$ cat src/rtl/arm_fetch_stage.sv
`default_nettype none
// ============================================================================
// Module      : arm_fetch_stage
// Description : ARM 5-stage pipeline instruction fetch with IF/ID register,
//               hazard freeze, branch redirect/flush and retired-fetch count.
// Revision    : 1.0
// ============================================================================
module arm_fetch_stage #(
    parameter logic [31:0] RESET_PC  = 32'h0000_0000,
    parameter logic [31:0] NOP_INSTR = 32'h0000_0000
) (
    input  logic        clk,
    input  logic        rst,
    input  logic        freeze,
    input  logic        branch_taken,
    input  logic [31:0] branch_addr,
    output logic [31:0] imem_addr,
    input  logic [31:0] imem_instr,
    output logic [31:0] id_pc,
    output logic [31:0] id_instr,
    output logic        id_valid,
    output logic [31:0] fetch_count
);

    // Low bits are forced clear so a misaligned parameter can never leak out.
    localparam logic [31:0] C_RESET_PC = {RESET_PC[31:2], 2'b00};

    logic [31:0] pc_q,          pc_d;
    logic [31:0] id_pc_q,       id_pc_d;
    logic [31:0] id_instr_q,    id_instr_d;
    logic        id_valid_q,    id_valid_d;
    logic [31:0] fetch_count_q, fetch_count_d;

    logic [31:0] w_pc_plus4;

    assign w_pc_plus4 = pc_q + 32'd4;

    always_comb begin
        pc_d          = pc_q;
        id_pc_d       = id_pc_q;
        id_instr_d    = id_instr_q;
        id_valid_d    = id_valid_q;
        fetch_count_d = fetch_count_q;

        // A redirect overrides a stall: the word at the current PC is dropped.
        if (branch_taken) begin
            pc_d       = {branch_addr[31:2], 2'b00};
            id_pc_d    = 32'd0;
            id_instr_d = NOP_INSTR;
            id_valid_d = 1'b0;
        end else if (!freeze) begin
            pc_d          = w_pc_plus4;
            id_pc_d       = w_pc_plus4;
            id_instr_d    = imem_instr;
            id_valid_d    = 1'b1;
            fetch_count_d = fetch_count_q + 32'd1;
        end
    end

    always_ff @(posedge clk or posedge rst) begin
        if (rst) begin
            pc_q          <= C_RESET_PC;
            id_pc_q       <= 32'd0;
            id_instr_q    <= NOP_INSTR;
            id_valid_q    <= 1'b0;
            fetch_count_q <= 32'd0;
        end else begin
            pc_q          <= pc_d;
            id_pc_q       <= id_pc_d;
            id_instr_q    <= id_instr_d;
            id_valid_q    <= id_valid_d;
            fetch_count_q <= fetch_count_d;
        end
    end

    assign imem_addr   = pc_q;
    assign id_pc       = id_pc_q;
    assign id_instr    = id_instr_q;
    assign id_valid    = id_valid_q;
    assign fetch_count = fetch_count_q;

endmodule
`default_nettype wire

$ cat config.mk
export PLATFORM = sky130hd
export DESIGN_NAME = arm_fetch_stage
export DESIGN_NICKNAME = d
export VERILOG_FILES = /design/src/rtl/arm_fetch_stage.sv
export SDC_FILE = /design/constraint.sdc
export NUM_CORES = 1
export LEC_CHECK = 0
export ABC_AREA = 1
export CORE_MARGIN = 4
export CORE_UTILIZATION = 42
export DETAILED_ROUTE_END_ITERATION = 10
export PLACE_DENSITY = 0.84
export SYNTH_ARGS = -nofsm -noshare
export SYNTH_HDL_FRONTEND = slang
export SYNTH_SLANG_ARGS = --single-unit
$ cat constraint.sdc
create_clock -name clk -period 4 [get_ports clk]
set_input_delay 0.8 -clock clk [delete_from_list [all_inputs] [get_ports clk]]
set_output_delay 0.8 -clock clk [all_outputs]
set_load 0.05 [all_outputs]
==> metrics.yaml, run 1 <==
power:
  power.density_nw_per_um2: 445
  ir_drop_v: 0.000511
  leakage_nw: 4.16
  seq_power_share: 0.380
  power.net_switching_mw: 1.26
  swShare: 0.320
  p_comb_frac: 0.237
  power.internal_mw: 2.68
  clock_power_share: 0.383
setup_path:
  path_cells: "clkdlybuf4s50_1"
  critPathArrivalTime_ns: 1.76
  cp-startpoint: "imem_addr[13]"
  path_max_fanout: 5
  critical_path_class: "register to output pin"
  r2r_slack_ns: 2.27
  cp_slowest_cell: "clkdlybuf4s50_1"
  critPathRequiredTime_ns: 3.20
  path_delay_family: "buffers and inverters"
  critical_path.startpoint_type: "register"
  max_stage_delay_ns: 0.86
  crit_path_end_kind: "output pin"
  r2r-start: "imem_addr[12]"
  cp_num_buf_inv: 1
timing:
  setup_tns_ns: 0
  period_share: 0.640
  skew_ns: 0.00871
  setup_viol: 0
  max_slew_margin: 0.532
  finalHoldViolCount: 0
  min_period_ns: 2.56
  worstMarginPinSlew_ns: 0.701
  fmax_mhz: 391
  drv_slew: 0
  rsz0062_at_grt: "no"
placed_design:
  gp_congestion: 0.900
  post_dp_cell_area_um2: 8280
  hpwl_um: 12900
  portBuffers: 192
floorplan:
  dieArea_um2: 16700
  pin_count: 197
  die_h_um: 129
  start_util: 0.426
  dieWidth_um: 129
  coreArea_um2: 14500
  rows: 44
synth:
  yosysTopAreaCell: "dfrtp_1"
  syn_area_um2: 6170
  yosysTopAreaCellShare: 0.511
  synth_warnings: 0
  seq_area_frac_synth: 0.511
  netlist_instances: 751
  syn_area_per_cell_um2: 8.22
  ys_types: 27
  yosys-top-cells-area: "dfrtp_1, nand2_1, a22o_1, inv_1, nor2_1"
  ys_ff_latch: 126
drt:
  via_per_inst: 5.12
  wl_per_cell_um: 15.7
  ant_nets: 0
  dr.pass1.iters: 5
  drcViolationCount: 0
  vias: 5845
  first_iter_violations: 440
  routed_wl_um: 17900
global_route:
  grt_pass1_vias: 5809
  antenna_found_initial: 0
  grt_use_total: 0.218
  grt_pass1_wl_um: 28800
  overflow: 0
  grt_max_degree: 69
hold_path:
  hold_start: "id_pc[3]"
  min_path_type: "register to register"
clock_tree:
  clock_latency_ns: 0.41
  ctsHoldBuffers: 0
  cts_resized: 0
  clkSinkCount: 126
  cts-htree-levels: 4
  clk_pin_slew_ns: 0.05
  tritoncts: "built"
  clk_path_buf_depth: 2
  cts_setup_buffers: 0
  cts_root_buffer: "clkbuf_16"
  numCtsBuffers: 17
run:
  max_cap_viol_count: 0
run_status:
  status: "finished, final reports clean"
finish:
  final_cell_area_um2: 8860
  area_growth_pct: 43.6
  drive_gt1_frac: 0.0637
  final_nets: 1016
  final_common_cell: "nand2_1"
  antennaDiodeCount: 0
  final_cell_mix: "nand2_1, clkdlybuf4s50_1, dfrtp_1, inv_1, nor2_1"
flip-flops by register name, indices dropped and copies added, names as in the netlist:
register,count
fetch_count,32
id_instr,32
id_pc,31
imem_addr,30
id_valid,1
final timing paths:
kind / endpoint / cells after the start
setup / recovery: imem_addr[13] / 1
hold / removal: id_pc[3] / 2
setup reg to reg: imem_addr[31] / 9
hold reg to reg: id_pc[3] / 2
max in group asynchronous: id_pc[3] / 3
min in group asynchronous: id_instr[22] / 2
through the flow:
stage	util	setup slack, ns	power, mW	std cells	hold WS, ns
3_5_place_dp	0.572	1.25	2.46	1111	0.465
2_1_floorplan	-	1.65	2.09	752	0.742
4_1_cts	0.612	1.43	3.98	1142	0.477
3_3_place_gp	0.572	1.30	2.44	1111	0.461
6_report	0.612	1.44	3.94	1142	0.467
5_1_grt	0.612	1.36	4.10	1142	0.500
metal layers:
metal  up-vias  global-route usage  wire (um)
met5         -                   0          0
met4         0              0.0871        500
met3        36              0.0594       1300
met2       220               0.353       8540
met1      2805               0.279       7580
li1       2784                   -          -
area by class of cell:
cell class,instances,area (um2)
inverters,77,293
multi-input cells,526,2610
flip-flops and latches,126,3150
repair buffers,198,1990
well taps,184,230
fillers,1197,5620
clock buffers,25,495
clock inverters,6,82.6
synth_stat cells (all sizes together):
library cell	count
nor3	12
nand3b	5
nand4	12
nand2	282
o211ai	6
xor2	22
xnor2	7
a21oi	3
dfrtp	126
a22o	39
buf	16
inv	77
ha	2
clkbuf	7
conb	1
nand3	43
o21ai	17
nor2	74
logic make-up (layout without fill, tap and decap cells):
group	after synthesis	in the layout	synth area share
AOI/OAI and AO/OA	65	65	0.0789
xor gates and xnor gates	29	29	0.0412
adders and majority gates	2	2	0.00405
buffers and inverters	100	306	0.0673
DFF	126	126	0.511
other	1	2	0.000608
and+or+nand+nor	428	428	0.297
power groups by stage:
stage          combinational (mW)  sequential, mW  clock [mW]
2_1_floorplan               0.229            1.86           0
6_report                    0.935            1.50        1.51
5_1_grt                     0.992            1.52        1.60
4_1_cts                     0.943            1.50        1.54
3_3_place_gp                0.929            1.51           0
3_5_place_dp                0.938            1.52           0
tightest hold or removal path, cell delays in order (launching register included):
cell and delay [ns]:
dfrtp_1 0.33, nand2_1 0.05, nand2_1 0.05
Power figures use the tool's default switching activity.
==> run 2, diff against run 1 <==
clock period = 2.2 ns   (was 4 ns; I/O delays follow)
==> run 2 against run 1 <==
Register-to-register slack got worse by 1.8 ns. Critical path type unchanged. Highest routed layer unchanged. Clock skew decreased by 0.0033 ns. Largest power group unchanged. Critical path depth unchanged. Total power increased by 88%.
==> metrics.yaml, run 2 (synthesis results as in run 1) <==
timing:
  drv_slew: 0  # unchanged
  finalHoldViolCount: 0  # unchanged
  postLayoutSetupSlackWorst_ns: 0.0189  # was 1.44 ns
  worstMarginPinSlew_ns: 0.619  # was 0.701 ns
  min_period_ns: 2.18
  skew_ns: 0.00543  # was 0.00871 ns
  max_slew_margin: 0.584  # was 0.532
  fmax_mhz: 458
  setup_tns_ns: 0  # unchanged
  rsz0062_at_grt: "no"  # unchanged
  period_share: 0.991
  setup_viol: 0  # unchanged
setup_path:
  path_delay_family: "buffers and inverters"  # unchanged
  cp_num_buf_inv: 1  # unchanged
  crit_path_end_kind: "output pin"  # unchanged
  critPathArrivalTime_ns: 1.74  # was 1.76 ns
  cp_slowest_cell: "clkdlybuf4s50_1"  # unchanged
  path_max_fanout: 5  # unchanged
  r2r-start: "imem_addr[12]"  # unchanged
  critPathRequiredTime_ns: 1.76  # was 3.20 ns
  path_cells: "clkdlybuf4s50_1"  # unchanged
  r2r_slack_ns: 0.51  # was 2.27 ns
  r2r_end: "imem_addr[31]"  # unchanged
  rr_worst_depth: 9  # unchanged
  critical_path.startpoint_type: "register"  # unchanged
  max_stage_delay_ns: 0.85  # was 0.86 ns
  critical_path_class: "register to output pin"  # unchanged
drt:
  dr.pass1.iters: 5  # unchanged
  wl_per_cell_um: 15.4  # was 15.7 um
  vias: 5807  # was 5845
  first_iter_violations: 382  # was 440
  drcViolationCount: 0  # unchanged
  via_per_inst: 5.07  # was 5.12
  ant_nets: 0  # unchanged
  routed_wl_um: 17600  # was 17900 um
clock_tree:
  cts-htree-levels: 4  # unchanged
  clk_pin_slew_ns: 0.05  # about the same
  cts_setup_buffers: 0  # unchanged
  cts_root_buffer: "clkbuf_16"  # unchanged
  tritoncts: "built"  # unchanged
  clkSinkCount: 126  # unchanged
  numCtsBuffers: 17  # unchanged
  clock_latency_ns: 0.41  # about the same
  clk_path_buf_depth: 2  # unchanged
placed_design:
  place_ws_ns: 0.157  # was 1.25 ns
  portBuffers: 192  # unchanged
  hpwl_um: 12800  # was 12900 um
  post_dp_cell_area_um2: 8320  # was 8280 um2
  placed_cells: 1115  # was 1111
  gp_congestion: 0.942  # was 0.900
power:
  power.total_mw: 7.43  # was 3.94 mW
  leakage_nw: 4.33  # was 4.16 nW
  ir_drop_v: 0.000742  # was 0.000511 V
  power.density_nw_per_um2: 828  # was 445 nW/um2
floorplan:
  rows: 44  # unchanged
  start_util: 0.426  # unchanged
  dieArea_um2: 16700  # unchanged
  coreArea_um2: 14500  # unchanged
  die_h_um: 129  # unchanged
  pin_count: 197  # unchanged
  dieWidth_um: 129  # unchanged
finish:
  drive_gt1_frac: 0.0708  # was 0.0637
  final_nets: 1020  # was 1016
  final_common_cell: "nand2_1"  # unchanged
  final_cell_area_um2: 8970  # was 8860 um2
  area_growth_pct: 45.4  # was 43.6%
  fin_cells: 1145  # was 1142
  n_fill_cell: 1236  # was 1197
  antennaDiodeCount: 0  # unchanged
  final_cell_mix: "nand2_1, clkdlybuf4s50_1, dfrtp_1, inv_1, nor2_1"  # unchanged
hold_path:
  min_to: "id_pc[2]"  # was id_pc[3]
  whs_path_depth: 2  # unchanged
  hold_start: "id_pc[2]"  # was id_pc[3]
  min_path_type: "register to register"  # unchanged
global_route:
  grt_pass1_wl_um: 27900  # was 28800 um
  grt_use_total: 0.211  # was 0.218
  antenna_found_initial: 0  # unchanged
  grt_max_degree: 66  # was 69
  grt_pass1_vias: 5664  # was 5809
  overflow: 0  # unchanged
run_status:
  status: "finished, final reports clean"  # unchanged
run:
  max_cap_viol_count: 0  # unchanged
## run 2: cell types whose count changed in the layout (fill, tap and decap cells not counted)
| cell | change |
|---|---|
| buf_12 | +1 |
| buf_4 | +5 |
| bufinv_16 | +2 |
| clkbuf_1 | -2 |
| clkbuf_8 | +1 |
| clkdlybuf4s50_1 | -11 |
| clkinv_2 | -1 |
| clkinvlp_4 | -1 |
| dlymetal6s2s_1 | +9 |
## run 2: how the worst max path moves through the flow
stage,start,cells past startpoint,end,slack [ns]
floorplan,rst,1,fetch_count[0],0.21
global placement,branch_taken,6,fetch_count[21],0.20
detailed placement,branch_taken,6,fetch_count[21],0.16
CTS,fetch_count[10],1,fetch_count[10],0.0009
global route,imem_addr[16],1,imem_addr[16],0.001
finish,fetch_count[16],1,fetch_count[16],0.02
## run 2: power breakdown
group | internal [mW] | switching, mW
Sequential | 2.51 | 0.214
Clock | 2.03 | 0.961
Combinational | 0.596 | 1.12
Total | 5.14 | 2.30
## run 2: cell type report
class                   count  area [um2]  share of cell area
clock inverters             6         130              0.0145
multi-input cells         526        2610               0.291
clock buffers              24         502              0.0559
flip-flops and latches    126        3150               0.351
well taps                 184         230              0.0257
inverters                  77         293              0.0326
repair buffers            202        2050               0.229
## run 2: routing by layer
layer | track usage | part of all wire | up-vias
met5 | 0 | 0 | -
met4 | 0.0902 | 0.022 | 0
met3 | 0.0503 | 0.070 | 25
met2 | 0.334 | 0.48 | 197
met1 | 0.278 | 0.43 | 2802
li1 | - | - | 2783
## run 2: repair_timing
action / 4_1_cts / 5_1_grt
resized for setup: 0 / 9
endpoints found under the setup margin: 0 / 9
hold buffers: 0 / 0
## run 2: metrics by stage
step,util,hold slack (ns)
5_1_grt,0.620,0.498
3_5_place_dp,0.575,0.464
3_3_place_gp,0.575,0.461
4_1_cts,0.618,0.483
6_report,0.620,0.478
2_1_floorplan,-,0.573
## run 2: tightest hold or removal path: cells and delay by family, from the launching register on
kind | cells | cell delay [ns]
flops | 1 | 0.35
simple gates | 2 | 0.10
==> run 3, diff against run 2 <==
GPL_ROUTABILITY_DRIVEN = 1   (was default)
==> results of run 3 <==
No change in the layout: final DEF, timing and power equal those of run 2.
